File: src/rtl/traffic_light_multi_pkg.sv
// ----------------------------------------------------------------------------
// traffic_pkg
//   Shared types and helpers for the multi-direction traffic-light controller.
//   - state_t   : controller phase
//   - lamp_t    : lamp set of one approach direction {red, yellow, green}
//   - MAX_DIR   : largest supported number of approach directions
//   - phase_dur : duration in seconds of a phase (a 0 duration counts as 1)
//   - lamp_for  : lamp set of one direction in a given phase
// ----------------------------------------------------------------------------
package traffic_pkg;

   localparam int unsigned MAX_DIR = 4;

   typedef enum logic [2:0] {
      ALL_RED,
      RED_YELLOW,
      GREEN,
      YELLOW,
      PED_WALK,
      BLINK
   } state_t;

   typedef struct packed {
      logic red;
      logic yellow;
      logic green;
   } lamp_t;

   function automatic int unsigned at_least_one(input int unsigned d);
      return (d == 0) ? 1 : d;
   endfunction

   function automatic int unsigned max_u(input int unsigned a, input int unsigned b);
      return (a > b) ? a : b;
   endfunction

   function automatic int unsigned phase_dur(input state_t s,
                                             input int unsigned green_s,
                                             input int unsigned yellow_s,
                                             input int unsigned red_yellow_s,
                                             input int unsigned all_red_s,
                                             input int unsigned ped_s);
      case (s)
         RED_YELLOW: return at_least_one(red_yellow_s);
         GREEN:      return at_least_one(green_s);
         YELLOW:     return at_least_one(yellow_s);
         PED_WALK:   return at_least_one(ped_s);
         default:    return at_least_one(all_red_s);
      endcase
   endfunction

   // Only the served direction ever leaves red; BLINK drives yellow alone.
   function automatic lamp_t lamp_for(input state_t s, input logic served,
                                      input logic blink_on);
      case (s)
         RED_YELLOW: return served ? lamp_t'{1'b1, 1'b1, 1'b0} : lamp_t'{1'b1, 1'b0, 1'b0};
         GREEN:      return served ? lamp_t'{1'b0, 1'b0, 1'b1} : lamp_t'{1'b1, 1'b0, 1'b0};
         YELLOW:     return served ? lamp_t'{1'b0, 1'b1, 1'b0} : lamp_t'{1'b1, 1'b0, 1'b0};
         BLINK:      return lamp_t'{1'b0, blink_on, 1'b0};
         default:    return lamp_t'{1'b1, 1'b0, 1'b0};
      endcase
   endfunction

endpackage

File: src/rtl/traffic_light_multi_tick_prescaler.sv
// ----------------------------------------------------------------------------
// tick_prescaler
//   Divides clk down to a one-cycle pulse per second.
//   clk, rst_n : clock, asynchronous active-low reset
//   ena        : count enable; 0 freezes the count
//   sec_tick   : high in the cycle the count sits at CLK_FREQ-1 (while enabled)
// ----------------------------------------------------------------------------
module tick_prescaler #(
   parameter int unsigned CLK_FREQ = 1_000_000
) (
   input  logic clk,
   input  logic rst_n,
   input  logic ena,
   output logic sec_tick
);

   localparam int unsigned   CW = (CLK_FREQ > 1) ? $clog2(CLK_FREQ) : 1;
   localparam logic [CW-1:0] TC = CW'(CLK_FREQ - 1);

   logic [CW-1:0] count;

   // Gated by ena so a frozen count parked at TC does not emit a stuck pulse.
   assign sec_tick = ena && (count == TC);

   // NOTE: sequential state uses non-blocking assignments so every flop samples
   // pre-edge values, independent of the order the simulator runs blocks in.
   always_ff @(posedge clk or negedge rst_n) begin
      if (!rst_n)
         count <= '0;
      else if (ena)
         count <= (count == TC) ? '0 : count + 1'b1;
   end

endmodule

File: src/rtl/traffic_light_multi.sv
// ----------------------------------------------------------------------------
// traffic_light_multi
//   Round-robin traffic-light controller for NUM_DIR approach directions with
//   a latched pedestrian all-walk phase.
//   Optional: define TRAFFIC_NIGHT_BLINK_EN to enable the night flashing-yellow
//   mode driven by the night input; without it night is ignored.
//   Ports:
//     clk, rst_n          : clock, asynchronous active-low reset
//     ena                 : run enable; 0 freezes prescaler, timer and FSM
//     ped_btn             : pedestrian button (asynchronous level)
//     night               : night-mode request (asynchronous level)
//     red/yellow/green    : lamps, one bit per direction
//     ped_walk, ped_wait  : walk lamp, request-pending indicator
//     dir_idx             : currently served direction
//     sec_tick            : one-cycle pulse per second
// ----------------------------------------------------------------------------
module traffic_light_multi
   import traffic_pkg::*;
#(
   parameter int unsigned CLK_FREQ     = 1_000_000,
   parameter int unsigned NUM_DIR      = 2,
   parameter int unsigned GREEN_S      = 10,
   parameter int unsigned YELLOW_S     = 3,
   parameter int unsigned RED_YELLOW_S = 1,
   parameter int unsigned ALL_RED_S    = 1,
   parameter int unsigned PED_S        = 8
) (
   input  logic                       clk,
   input  logic                       rst_n,
   input  logic                       ena,
   input  logic                       ped_btn,
   input  logic                       night,
   output logic [NUM_DIR-1:0]         red,
   output logic [NUM_DIR-1:0]         yellow,
   output logic [NUM_DIR-1:0]         green,
   output logic                       ped_walk,
   output logic                       ped_wait,
   output logic [$clog2(NUM_DIR)-1:0] dir_idx,
   output logic                       sec_tick
);

   localparam int unsigned DIR_W   = $clog2(NUM_DIR);
   localparam int unsigned MAX_DUR = max_u(max_u(max_u(at_least_one(GREEN_S), at_least_one(YELLOW_S)),
                                                 max_u(at_least_one(RED_YELLOW_S), at_least_one(ALL_RED_S))),
                                           at_least_one(PED_S));
   localparam int unsigned TW      = $clog2(MAX_DUR + 1);

   typedef lamp_t [NUM_DIR-1:0] lamp_vec_t;

   function automatic lamp_vec_t lamps(input state_t s, input logic [DIR_W-1:0] d,
                                       input logic blink_on);
      lamp_vec_t v;
      for (int i = 0; i < NUM_DIR; i++)
         v[i] = lamp_for(s, d == DIR_W'(i), blink_on);
      return v;
   endfunction

   state_t           state;
   lamp_vec_t        lamp_q;
   logic             ped_walk_q;
   logic [DIR_W-1:0] dir_idx_q;
   logic [DIR_W-1:0] next_dir;
   logic             first_q;     // next vehicle phase serves dir 0 without advancing
   logic [TW-1:0]    timer;
   logic             phase_end;
   logic [2:0]       ped_sync;    // [1:0] synchroniser, [2] edge-detect history
   logic             ped_rise;
   logic             ped_pending;
   logic             enter_ped;
   logic             night_req;

   tick_prescaler #(.CLK_FREQ(CLK_FREQ)) u_prescaler (
      .clk      (clk),
      .rst_n    (rst_n),
      .ena      (ena),
      .sec_tick (sec_tick)
   );

`ifdef TRAFFIC_NIGHT_BLINK_EN
   logic [1:0] night_sync;

   always_ff @(posedge clk or negedge rst_n) begin
      if (!rst_n)
         night_sync <= '0;
      else
         night_sync <= {night_sync[0], night};
   end

   assign night_req = night_sync[1];
`else
   logic unused_night;

   assign unused_night = night;
   assign night_req    = 1'b0;
`endif

   // Synchroniser runs regardless of ena so presses while frozen are kept.
   always_ff @(posedge clk or negedge rst_n) begin
      if (!rst_n)
         ped_sync <= '0;
      else
         ped_sync <= {ped_sync[1:0], ped_btn};
   end

   assign ped_rise  = ped_sync[1] & ~ped_sync[2];
   assign phase_end = sec_tick &&
                      (timer == TW'(phase_dur(state, GREEN_S, YELLOW_S, RED_YELLOW_S,
                                              ALL_RED_S, PED_S) - 1));
   assign enter_ped = ena && !night_req && (state == ALL_RED) && phase_end && ped_pending;

   // A new press wins over the clear caused by entering the walk phase.
   always_ff @(posedge clk or negedge rst_n) begin
      if (!rst_n)
         ped_pending <= 1'b0;
      else if (ped_rise)
         ped_pending <= 1'b1;
      else if (enter_ped)
         ped_pending <= 1'b0;
   end

   // NOTE: every path assigns next_dir, so this stays combinational (no latch).
   always_comb begin
      next_dir = '0;
      if (!first_q && (dir_idx_q != DIR_W'(NUM_DIR - 1)))
         next_dir = dir_idx_q + 1'b1;
   end

   // Lamps are registered together with the state so they change on the same edge.
   always_ff @(posedge clk or negedge rst_n) begin
      if (!rst_n) begin
         state      <= ALL_RED;
         dir_idx_q  <= '0;
         first_q    <= 1'b1;
         timer      <= '0;
         lamp_q     <= lamps(ALL_RED, '0, 1'b0);
         ped_walk_q <= 1'b0;
      end else if (ena) begin
         if (night_req && (state != BLINK)) begin
            state      <= BLINK;
            timer      <= '0;
            lamp_q     <= lamps(BLINK, dir_idx_q, 1'b1);
            ped_walk_q <= 1'b0;
         end else if (state == BLINK) begin
            if (!night_req) begin
               // Leaving night mode restarts the rotation like a fresh reset.
               state     <= ALL_RED;
               timer     <= '0;
               dir_idx_q <= '0;
               first_q   <= 1'b1;
               lamp_q    <= lamps(ALL_RED, '0, 1'b0);
            end else if (sec_tick) begin
               lamp_q <= lamps(BLINK, dir_idx_q, ~lamp_q[0].yellow);
            end
         end else if (phase_end) begin
            timer <= '0;
            case (state)
               ALL_RED: begin
                  if (ped_pending) begin
                     state      <= PED_WALK;
                     lamp_q     <= lamps(PED_WALK, dir_idx_q, 1'b0);
                     ped_walk_q <= 1'b1;
                  end else begin
                     state     <= RED_YELLOW;
                     dir_idx_q <= next_dir;
                     first_q   <= 1'b0;
                     lamp_q    <= lamps(RED_YELLOW, next_dir, 1'b0);
                  end
               end
               RED_YELLOW: begin
                  state  <= GREEN;
                  lamp_q <= lamps(GREEN, dir_idx_q, 1'b0);
               end
               GREEN: begin
                  state  <= YELLOW;
                  lamp_q <= lamps(YELLOW, dir_idx_q, 1'b0);
               end
               default: begin
                  // YELLOW and PED_WALK both clear to ALL_RED.
                  state      <= ALL_RED;
                  lamp_q     <= lamps(ALL_RED, dir_idx_q, 1'b0);
                  ped_walk_q <= 1'b0;
               end
            endcase
         end else if (sec_tick) begin
            timer <= timer + 1'b1;
         end
      end
   end

   for (genvar i = 0; i < NUM_DIR; i++) begin : g_lamp
      assign red[i]    = lamp_q[i].red;
      assign yellow[i] = lamp_q[i].yellow;
      assign green[i]  = lamp_q[i].green;
   end

   assign ped_walk = ped_walk_q;
   assign ped_wait = ped_pending;
   assign dir_idx  = dir_idx_q;

endmodule

File: config.mk
export PLATFORM = sky130hd
export DESIGN_NAME = traffic_light_multi
export DESIGN_NICKNAME = d
export VERILOG_FILES = /design/src/rtl/traffic_light_multi_pkg.sv /design/src/rtl/traffic_light_multi_tick_prescaler.sv /design/src/rtl/traffic_light_multi.sv
export SDC_FILE = /design/constraint.sdc
export NUM_CORES = 1
export LEC_CHECK = 0
export CORE_UTILIZATION = 40
export CTS_CLUSTER_SIZE = 25
export DETAILED_ROUTE_END_ITERATION = 8
export PLACE_DENSITY = 0.65
export SLEW_MARGIN = 5
export SYNTH_ARGS = -nofsm -noshare
export SYNTH_HDL_FRONTEND = slang
export SYNTH_SLANG_ARGS = --single-unit
File: constraint.sdc
create_clock -name clk -period 2 [get_ports clk]
set_clock_uncertainty 0.15 [all_clocks]
set_input_delay 0.4 -clock clk [delete_from_list [all_inputs] [get_ports clk]]
set_output_delay 0.4 -clock clk [all_outputs]
set_load 0.1 [all_outputs]
==> impl_metrics.toml, run 1 <==
[status]
status = "finished, violations left"
violations = "negative setup slack"

[global_routing]
antenna_found_initial = 0
grt-ovfl-total = 0
met2_usage_pct = 32.8
grt.busiest_layer = "met2"
use_met3_pct = 3.18
grt_pass1_wl_um = 9840
first_global_vias = 2036
track_usage_pct = 21.2
gr-usage-met1_pct = 30.0
grt_max_degree = 22

[routing]
dr.first_iter.drc_count = 152
antenna_left = 0
route.detailed.drc = 0
vias_per_cell = 5.61
num_vias = 2199
drt-total-wl_um = 6450
dr.pass1.iters = 4
wire_per_inst_um = 16.5

[critical_path]
required_ns = 1.45
cp-end-kind = "output port"
r2r-start = "u_prescaler.count[11]"
critical_path.max_fanout = 3
cp-start-kind = "flip-flop"
critPathLaunch = "u_prescaler.count[11]"
arrival_ns = 1.70
crit_type = "reg -> out"

[logic_synthesis]
async_reset_ff_share_pct = 100
synth.most_common_cell = "dfrtp_1"
synth_area_leaders = "dfrtp_1 (40%), xnor2_1 (4.2%), dfstp_2 (3.4%)"
synth_top_area_share_pct = 40.4
synth_seq_area_share_pct = 43.8
ys_ff_latch = 40
synth-edff-count = 0
synth-compound-area-share_pct = 13.5
synth_commonest_cells = "dfrtp_1 (37), nand2_1 (20), nor2_1 (18)"
syn_avg_cell_area_um2 = 9.71
synth_top_family_by_area = "simple AND/OR/NAND/NOR gates"
synth-simple-area-share_pct = 28.2
synthesis.area_um2 = 2290
synth-adder-area-share_pct = 1.09
netlist.top_cell.by_area = "dfrtp_1"
synth-main-ff-cell = "dfrtp_1"
syn_nets = 243
synth_mux_area_share_pct = 3.06
yosys_warnings = 0
synth_cell_types = 56
synthXorXnorAreaFrac_pct = 6.50
synthCells = 236

[placed_design]
hpwl_um = 4360
postPlaceCellArea_um2 = 3050
dp_slack_ns = -0.392
gp_congestion = 0.873
portBuffers = 13

[pwr]
power.leakage_nw = 1.56
internal_power_mw = 1.32
comb_power_share_pct = 16.5
p_per_area_nw_per_um2 = 524
seq_power_share_pct = 49.6
switching_share_pct = 26.2
p_clk_share_pct = 33.9
switching_power_mw = 0.470
ir_drop_mv = 0.253

[clock_tree]
clkLatencyLatePin_ns = 0.30
clock_sinks = 40
htree_levels = 2
cts-root-buf = "clkbuf_8"
cts_tree = "yes"
clk_path_buf_depth = 2
clk_pin_slew_ns = 0.08
cts_buffers = 5

[timing]
layout_min_cycle_time_ns = 2.25
period_share_pct = 112
hold_violations = 0
relSlewSlack_pct = 66.9
slew_viol_final = 0
postLayoutSetupSlackWorst_ns = -0.246
worst_pin_slew_ns = 0.497
holdWs_ns = 0.224
rsz0062_at_grt = "true"
fmax_ghz = 0.445
setup_viol = 16

[floorplan]
die_h_um = 77.7
io_pins = 15
die_w_um = 77.7
coreArea_um2 = 5510
dieArea_um2 = 6040
rows = 27
start_util_pct = 41.6

[layout]
syn2layout_area_growth_pct = 49.3
num_antenna_cells = 0
multiInputGateArea_um2 = 1370
fillCellCount = 417
final_area_um2 = 3420
final-seq-area_um2 = 1010
finish.net_count = 326
drive_above_1_share_pct = 40.6

[flow_run]
max-cap-violations = 0

[min_path]
hp-class = "reg -> reg"
hp-start = "ped_sync[0]"
worst max-delay path, stage by stage, from the launching register on:
cell	delay [ns]
dfrtp_2	0.43
nor4b_4	0.30
nand4_2	0.15
or2_4	0.29
inv_4	0.07
buf_12	0.16
logic make-up (layout without fill, tap and decap cells):
family | Yosys count | in the layout
AOI/OAI and AO/OA | 42 | 42
and+or+nand+nor | 108 | 108
muxes | 7 | 7
buffers and inverters | 20 | 104
adders and majority gates | 2 | 2
xor gates and xnor gates | 17 | 17
DFF | 40 | 40
power groups by stage:
stage	clock (mW)	sequential, mW	combinational [mW]
floorplan	0	0.925	0.117
global placement	0	0.904	0.288
detailed placement	0	0.906	0.291
CTS	0.614	0.890	0.296
global route	0.643	0.898	0.332
finish	0.608	0.889	0.296
registers in the layout (all words and copies together) (netlist names):
name and flops:
dir_idx 1, first_q 1, green 2, ped_sync 3, ped_wait 1, ped_walk 1, red 2, state 3
timer 4, u_prescaler.count 20, yellow 2
metrics by stage:
step                utilization (%)  cells  setup TNS, ns  total power [mW]
floorplan                         -    236         -0.675              1.04
global placement               55.4    372          -5.08              1.19
detailed placement             55.4    372          -5.67              1.20
CTS                            59.0    387         -0.984              1.80
global route                   62.1    392          -2.43              1.87
finish                         62.1    392          -1.60              1.79
layer usage:
layer / share of wire (%) / up-vias
met5: 0 / -
met4: 2.5 / 0
met3: 3.9 / 22
met2: 50 / 56
met1: 44 / 1088
li1: - / 1033
worst paths after layout:
| kind | end | slack [ns] | cells after the start |
|---|---|---|---|
| min in group asynchronous | u_prescaler.count[7] | 0.44 | 2 |
| hold reg to reg | ped_sync[1] | 0.22 | 0 |
| setup reg to reg | ped_wait | -0.23 | 6 |
| hold / removal | ped_sync[1] | 0.22 | 0 |
| max in group asynchronous | red[0] | 0.70 | 3 |
| setup / recovery | sec_tick | -0.25 | 5 |
timing repair:
item	CTS	global route
buffers inserted	7	6
hold buffers	1	0
endpoints found under the setup margin	17	19
endpoints found under the hold margin	20	0
pin swaps	8	10
resized for setup	18	27
layout by cell type (no fill, tap or decap), types with 6 or more instances in the layout:
| cell type | n |
|---|---|
| nor2_1 | 17 |
| nand2_1 | 19 |
| buf_12 | 11 |
| xor2_1 | 6 |
| inv_1 | 9 |
| clkbuf_8 | 7 |
| buf_6 | 6 |
| o21ai_0 | 6 |
| nand4_1 | 10 |
| nor3_1 | 6 |
| nand3_1 | 12 |
| xnor2_1 | 11 |
| mux2i_1 | 7 |
| buf_4 | 65 |
| dfrtp_1 | 34 |
final cells by class:
cell class | instances | area share [%]
clock buffer | 8 | 2.93
multi-input combinational | 176 | 40.1
sequential | 40 | 29.5
tap | 72 | 2.63
timing repair buffer | 86 | 23.7
inverter | 10 | 1.17
Power figures use the tool's default switching activity.
==> inputs of run 2 (changes only) <==
--- a/config.mk
+++ b/config.mk
@@ -8,6 +8,7 @@
 export CORE_UTILIZATION = 40
 export CTS_CLUSTER_SIZE = 25
 export DETAILED_ROUTE_END_ITERATION = 8
+export MAX_ROUTING_LAYER = met4
 export PLACE_DENSITY = 0.65
 export SLEW_MARGIN = 5
 export SYNTH_ARGS = -nofsm -noshare
==> impl_metrics.toml, run 2 (synthesis results as in run 1) <==
[critical_path]
crit_type = "reg -> out"
r2r-start = "u_prescaler.count[11]"
critPathLaunch = "u_prescaler.count[11]"
required_ns = 1.45
cp-start-kind = "flip-flop"
arrival_ns = 1.70
cp-end-kind = "output port"
critical_path.max_fanout = 3

[timing]
worst_pin_slew_ns = 0.497
period_share_pct = 112
hold_violations = 0
layout_min_cycle_time_ns = 2.25
rsz0062_at_grt = "true"
relSlewSlack_pct = 66.9
setup_viol = 16
tns_ns = -1.52
slew_viol_final = 0
postLayoutSetupSlackWorst_ns = -0.246
fmax_ghz = 0.445

[layout]
syn2layout_area_growth_pct = 49.3
final_area_um2 = 3420
drive_above_1_share_pct = 40.6
largest_reg_flops = 20
finish.net_count = 326
layout_commonest_cell = "buf_4"
final_cell_mix = "buf_4 (65), dfrtp_1 (34), nand2_1 (19)"
largest_registers = "u_prescaler.count (20), timer (4)"
fin_cells = 392
num_antenna_cells = 0
largest_register = "u_prescaler.count"

[routing]
dr.first_iter.drc_count = 166
route.detailed.drc = 0
num_vias = 2195
drt-total-wl_um = 6450
dr.pass1.iters = 4
antenna_left = 0
wire_per_inst_um = 16.5
vias_per_cell = 5.60

[clock_tree]
cts-root-buf = "clkbuf_8"
cts_tree = "yes"
clk_pin_slew_ns = 0.08
clkLatencyLatePin_ns = 0.30
clk_path_buf_depth = 2
cts_buffers = 5
htree_levels = 2
clock_sinks = 40

[floorplan]
rows = 27
start_util_pct = 41.6
die_w_um = 77.7
coreArea_um2 = 5510
io_pins = 15
dieArea_um2 = 6040
die_h_um = 77.7

[min_path]
hp-class = "reg -> reg"
hp-start = "ped_sync[0]"

[pwr]
ir_drop_mv = 0.254
p_per_area_nw_per_um2 = 525
power.leakage_nw = 1.56

[global_routing]
track_usage_pct = 21.8
grt_pass1_wl_um = 9850
first_global_vias = 2033
antenna_found_initial = 0
grt_max_degree = 22
grt-ovfl-total = 0

[placed_design]
dp_cells = 372
hpwl_um = 4360
portBuffers = 13
postPlaceCellArea_um2 = 3050
dp_slack_ns = -0.392
gp_congestion = 0.888

[status]
status = "finished, violations left"
violations = "negative setup slack"

[flow_run]
max-cap-violations = 0
==> run 2: per-layer routing <==
metal  vias up  GRT usage [%]  share of wire [%]
met5         -              -                  0
met4         0           7.55                2.5
met3        18           3.18                4.1
met2        65           32.7                 50
met1      1084           30.1                 44
li1       1028              -                  -
==> run 2: layout make-up <==
cell class	count	area [um2]
repair buffers	86	811
multi-input cells	176	1370
fillers	417	2080
clock buffers	8	100
well taps	72	90.1
inverters	10	40.0
flip-flops and latches	40	1010
==> run 2: power by group <==
group,switching (mW),internal [mW],total [mW]
sequential,0.0259,0.863,0.889
clock,0.293,0.315,0.608
combinational,0.153,0.145,0.298
total,0.472,1.32,1.80
==> run 2: stage by stage <==
step	util [%]	hold WS [ns]	total power, mW
5_1_grt	62.1	0.236	1.87
2_1_floorplan	-	-0.0456	1.04
3_3_place_gp	55.4	0.203	1.19
3_5_place_dp	55.4	0.200	1.20
6_report	62.1	0.216	1.80
4_1_cts	59.0	0.218	1.80
==> run 2: final timing paths <==
path                                             end  slack (ns)  depth (start not counted)
worst max-delay path                        sec_tick       -0.25                          5
worst min-delay path                     ped_sync[1]        0.22                          0
worst max register to register              ped_wait       -0.23                          6
worst min register to register           ped_sync[1]        0.22                          0
max in group asynchronous                     red[0]        0.70                          3
min in group asynchronous       u_prescaler.count[7]        0.44                          2
==> run 2: what timing repair did <==
action / in CTS / in global routing
pin swaps: 8 / 10
hold buffers: 1 / 0
endpoints found under the setup margin: 17 / 19
endpoints found under the hold margin: 20 / 0
setup buffers: 7 / 6
gates resized for setup: 18 / 27
==> run 2: critical path: stages (launching register included) <==
cell	delay, ns
dfrtp_2	0.43
nor4b_4	0.30
nand4_2	0.15
or2_4	0.29
inv_4	0.07
buf_12	0.16
==> inputs of run 3 (changes only) <==
--- a/config.mk
+++ b/config.mk
@@ -5,6 +5,7 @@
 export SDC_FILE = /design/constraint.sdc
 export NUM_CORES = 1
 export LEC_CHECK = 0
+export CORE_MARGIN = 2
 export CORE_UTILIZATION = 40
 export CTS_CLUSTER_SIZE = 25
 export DETAILED_ROUTE_END_ITERATION = 8
==> impl_metrics.toml, run 3 (synthesis results as in run 1) <==
[status]
status = "finished, violations left"
violations = "negative setup slack"

[clock_tree]
cts_tree = "yes"
clk_pin_slew_ns = 0.08
clk_path_buf_depth = 2
clock_sinks = 40
htree_levels = 2
cts-root-buf = "clkbuf_8"
cts_buffers = 5
clkLatencyLatePin_ns = 0.29

[layout]
largest_registers = "u_prescaler.count (20), timer (4)"
largest_register = "u_prescaler.count"
syn2layout_area_growth_pct = 49.5
drive_above_1_share_pct = 40.3
final_area_um2 = 3430
fillCellCount = 419
fin_cells = 385
layout_commonest_cell = "buf_4"
final_cell_mix = "buf_4 (58), dfrtp_1 (33), nand2_1 (19)"
finish.net_count = 319
num_antenna_cells = 0
largest_reg_flops = 20

[placed_design]
gp_congestion = 0.872
hpwl_um = 4280
postPlaceCellArea_um2 = 3040
dp_cells = 371
portBuffers = 13

[critical_path]
cp-start-kind = "flip-flop"
crit_slowest_cell = "or4_4"
crit_chain = "nor4b_4 -> nand4_2 -> or2_4 -> buf_6 -> or4_4 -> a22o_1"
crit_type = "reg -> reg"
cp_top_family = "simple AND/OR/NAND/NOR gates"
max_stage_delay_ns = 0.50
arrival_ns = 2.26
required_ns = 2.04
critical_path.max_fanout = 3
cp-end-kind = "flip-flop"
path_buf_inv = 1

[timing]
slew_viol_final = 0
holdWs_ns = 0.206
fmax_ghz = 0.450
setup_viol = 12
layout_min_cycle_time_ns = 2.22
rsz0062_at_grt = "true"
hold_violations = 0
postLayoutSetupSlackWorst_ns = -0.220
tns_ns = -1.05
period_share_pct = 111
worst_pin_slew_ns = 0.529
relSlewSlack_pct = 64.7

[routing]
dr.pass1.iters = 4
antenna_left = 0
wire_per_inst_um = 16.1
dr.first_iter.drc_count = 174
route.detailed.drc = 0
vias_per_cell = 5.50
drt-total-wl_um = 6200
num_vias = 2117

[min_path]
hp-class = "reg -> reg"

[floorplan]
die_h_um = 79.7
dieArea_um2 = 6350
die_w_um = 79.7
start_util_pct = 41.6
rows = 27
io_pins = 15
coreArea_um2 = 5510

[global_routing]
grt-ovfl-total = 0
antenna_found_initial = 0
grt_max_degree = 22
track_usage_pct = 20.9
grt_pass1_wl_um = 10100
first_global_vias = 2110

[pwr]
ir_drop_mv = 0.478
p_per_area_nw_per_um2 = 558
power.leakage_nw = 1.54

[flow_run]
max-cap-violations = 0
run 3: cell count changes in the layout (fill, tap and decap cells not counted), sizes merged:
cell / change
clkbuf: -1
bufinv: +1
buf: -7
run 3: worst reg2reg max path, stage by stage (launching register included):
cell     delay [ns]
dfrtp_1        0.41
nor4b_4        0.31
nand4_2        0.14
or2_4          0.28
buf_6          0.13
or4_4          0.50
a22o_1         0.19
run 3: path summary, 6_finish.rpt:
kind / startpoint / endpoint / slack, ns / cells past startpoint
min in group asynchronous: rst_n / ped_sync[1] / 0.45 / 2
max in group asynchronous: rst_n / u_prescaler.count[11] / 0.75 / 3
hold / removal: ped_sync[0] / ped_sync[1] / 0.21 / 0
setup reg to reg: u_prescaler.count[13] / ped_wait / -0.22 / 6
setup / recovery: u_prescaler.count[13] / ped_wait / -0.22 / 6
hold reg to reg: ped_sync[0] / ped_sync[1] / 0.21 / 0
run 3: layout make-up:
type / count / area (um2) / area share (%)
Multi-Input combinational cell: 176 / 1390 / 40.7
Sequential cell: 40 / 1010 / 29.5
Timing Repair Buffer: 79 / 767 / 22.4
Clock buffer: 7 / 96.3 / 2.81
Tap cell: 72 / 90.1 / 2.63
Inverter: 10 / 40.0 / 1.17
Clock inverter: 1 / 30.0 / 0.877
run 3: report_power, final:
part | leakage, nW | switching, mW | internal [mW]
clock network | 0.0645 | 0.282 | 0.440
logic | 0.974 | 0.154 | 0.145
registers | 0.501 | 0.0257 | 0.864
run 3: timing repair:
item | 4_1_cts | 5_1_grt
hold buffers | 1 | 0
pin swaps | 6 | 13
endpoints found under the setup margin | 15 | 22
setup buffers | 2 | 3
gates resized for setup | 18 | 30
endpoints found under the hold margin | 17 | 0
run 3: through the flow:
stage	worst slack, ns	utilization [%]	total power [mW]
6_report	-0.220	62.2	1.91
5_1_grt	-0.294	62.2	1.99
4_1_cts	-0.240	59.1	1.92
3_5_place_dp	-0.315	55.2	1.20
3_3_place_gp	-0.283	55.2	1.19
2_1_floorplan	-0.178	-	1.04
run 3: metal layers:
metal,vias to the layer above,part of all wire (%),global-route usage (%)
met1,1041,47,28.9
met5,-,0,-
met4,0,1.7,6.55
li1,1028,-,-
met2,39,48,32.3
met3,9,2.7,2.49
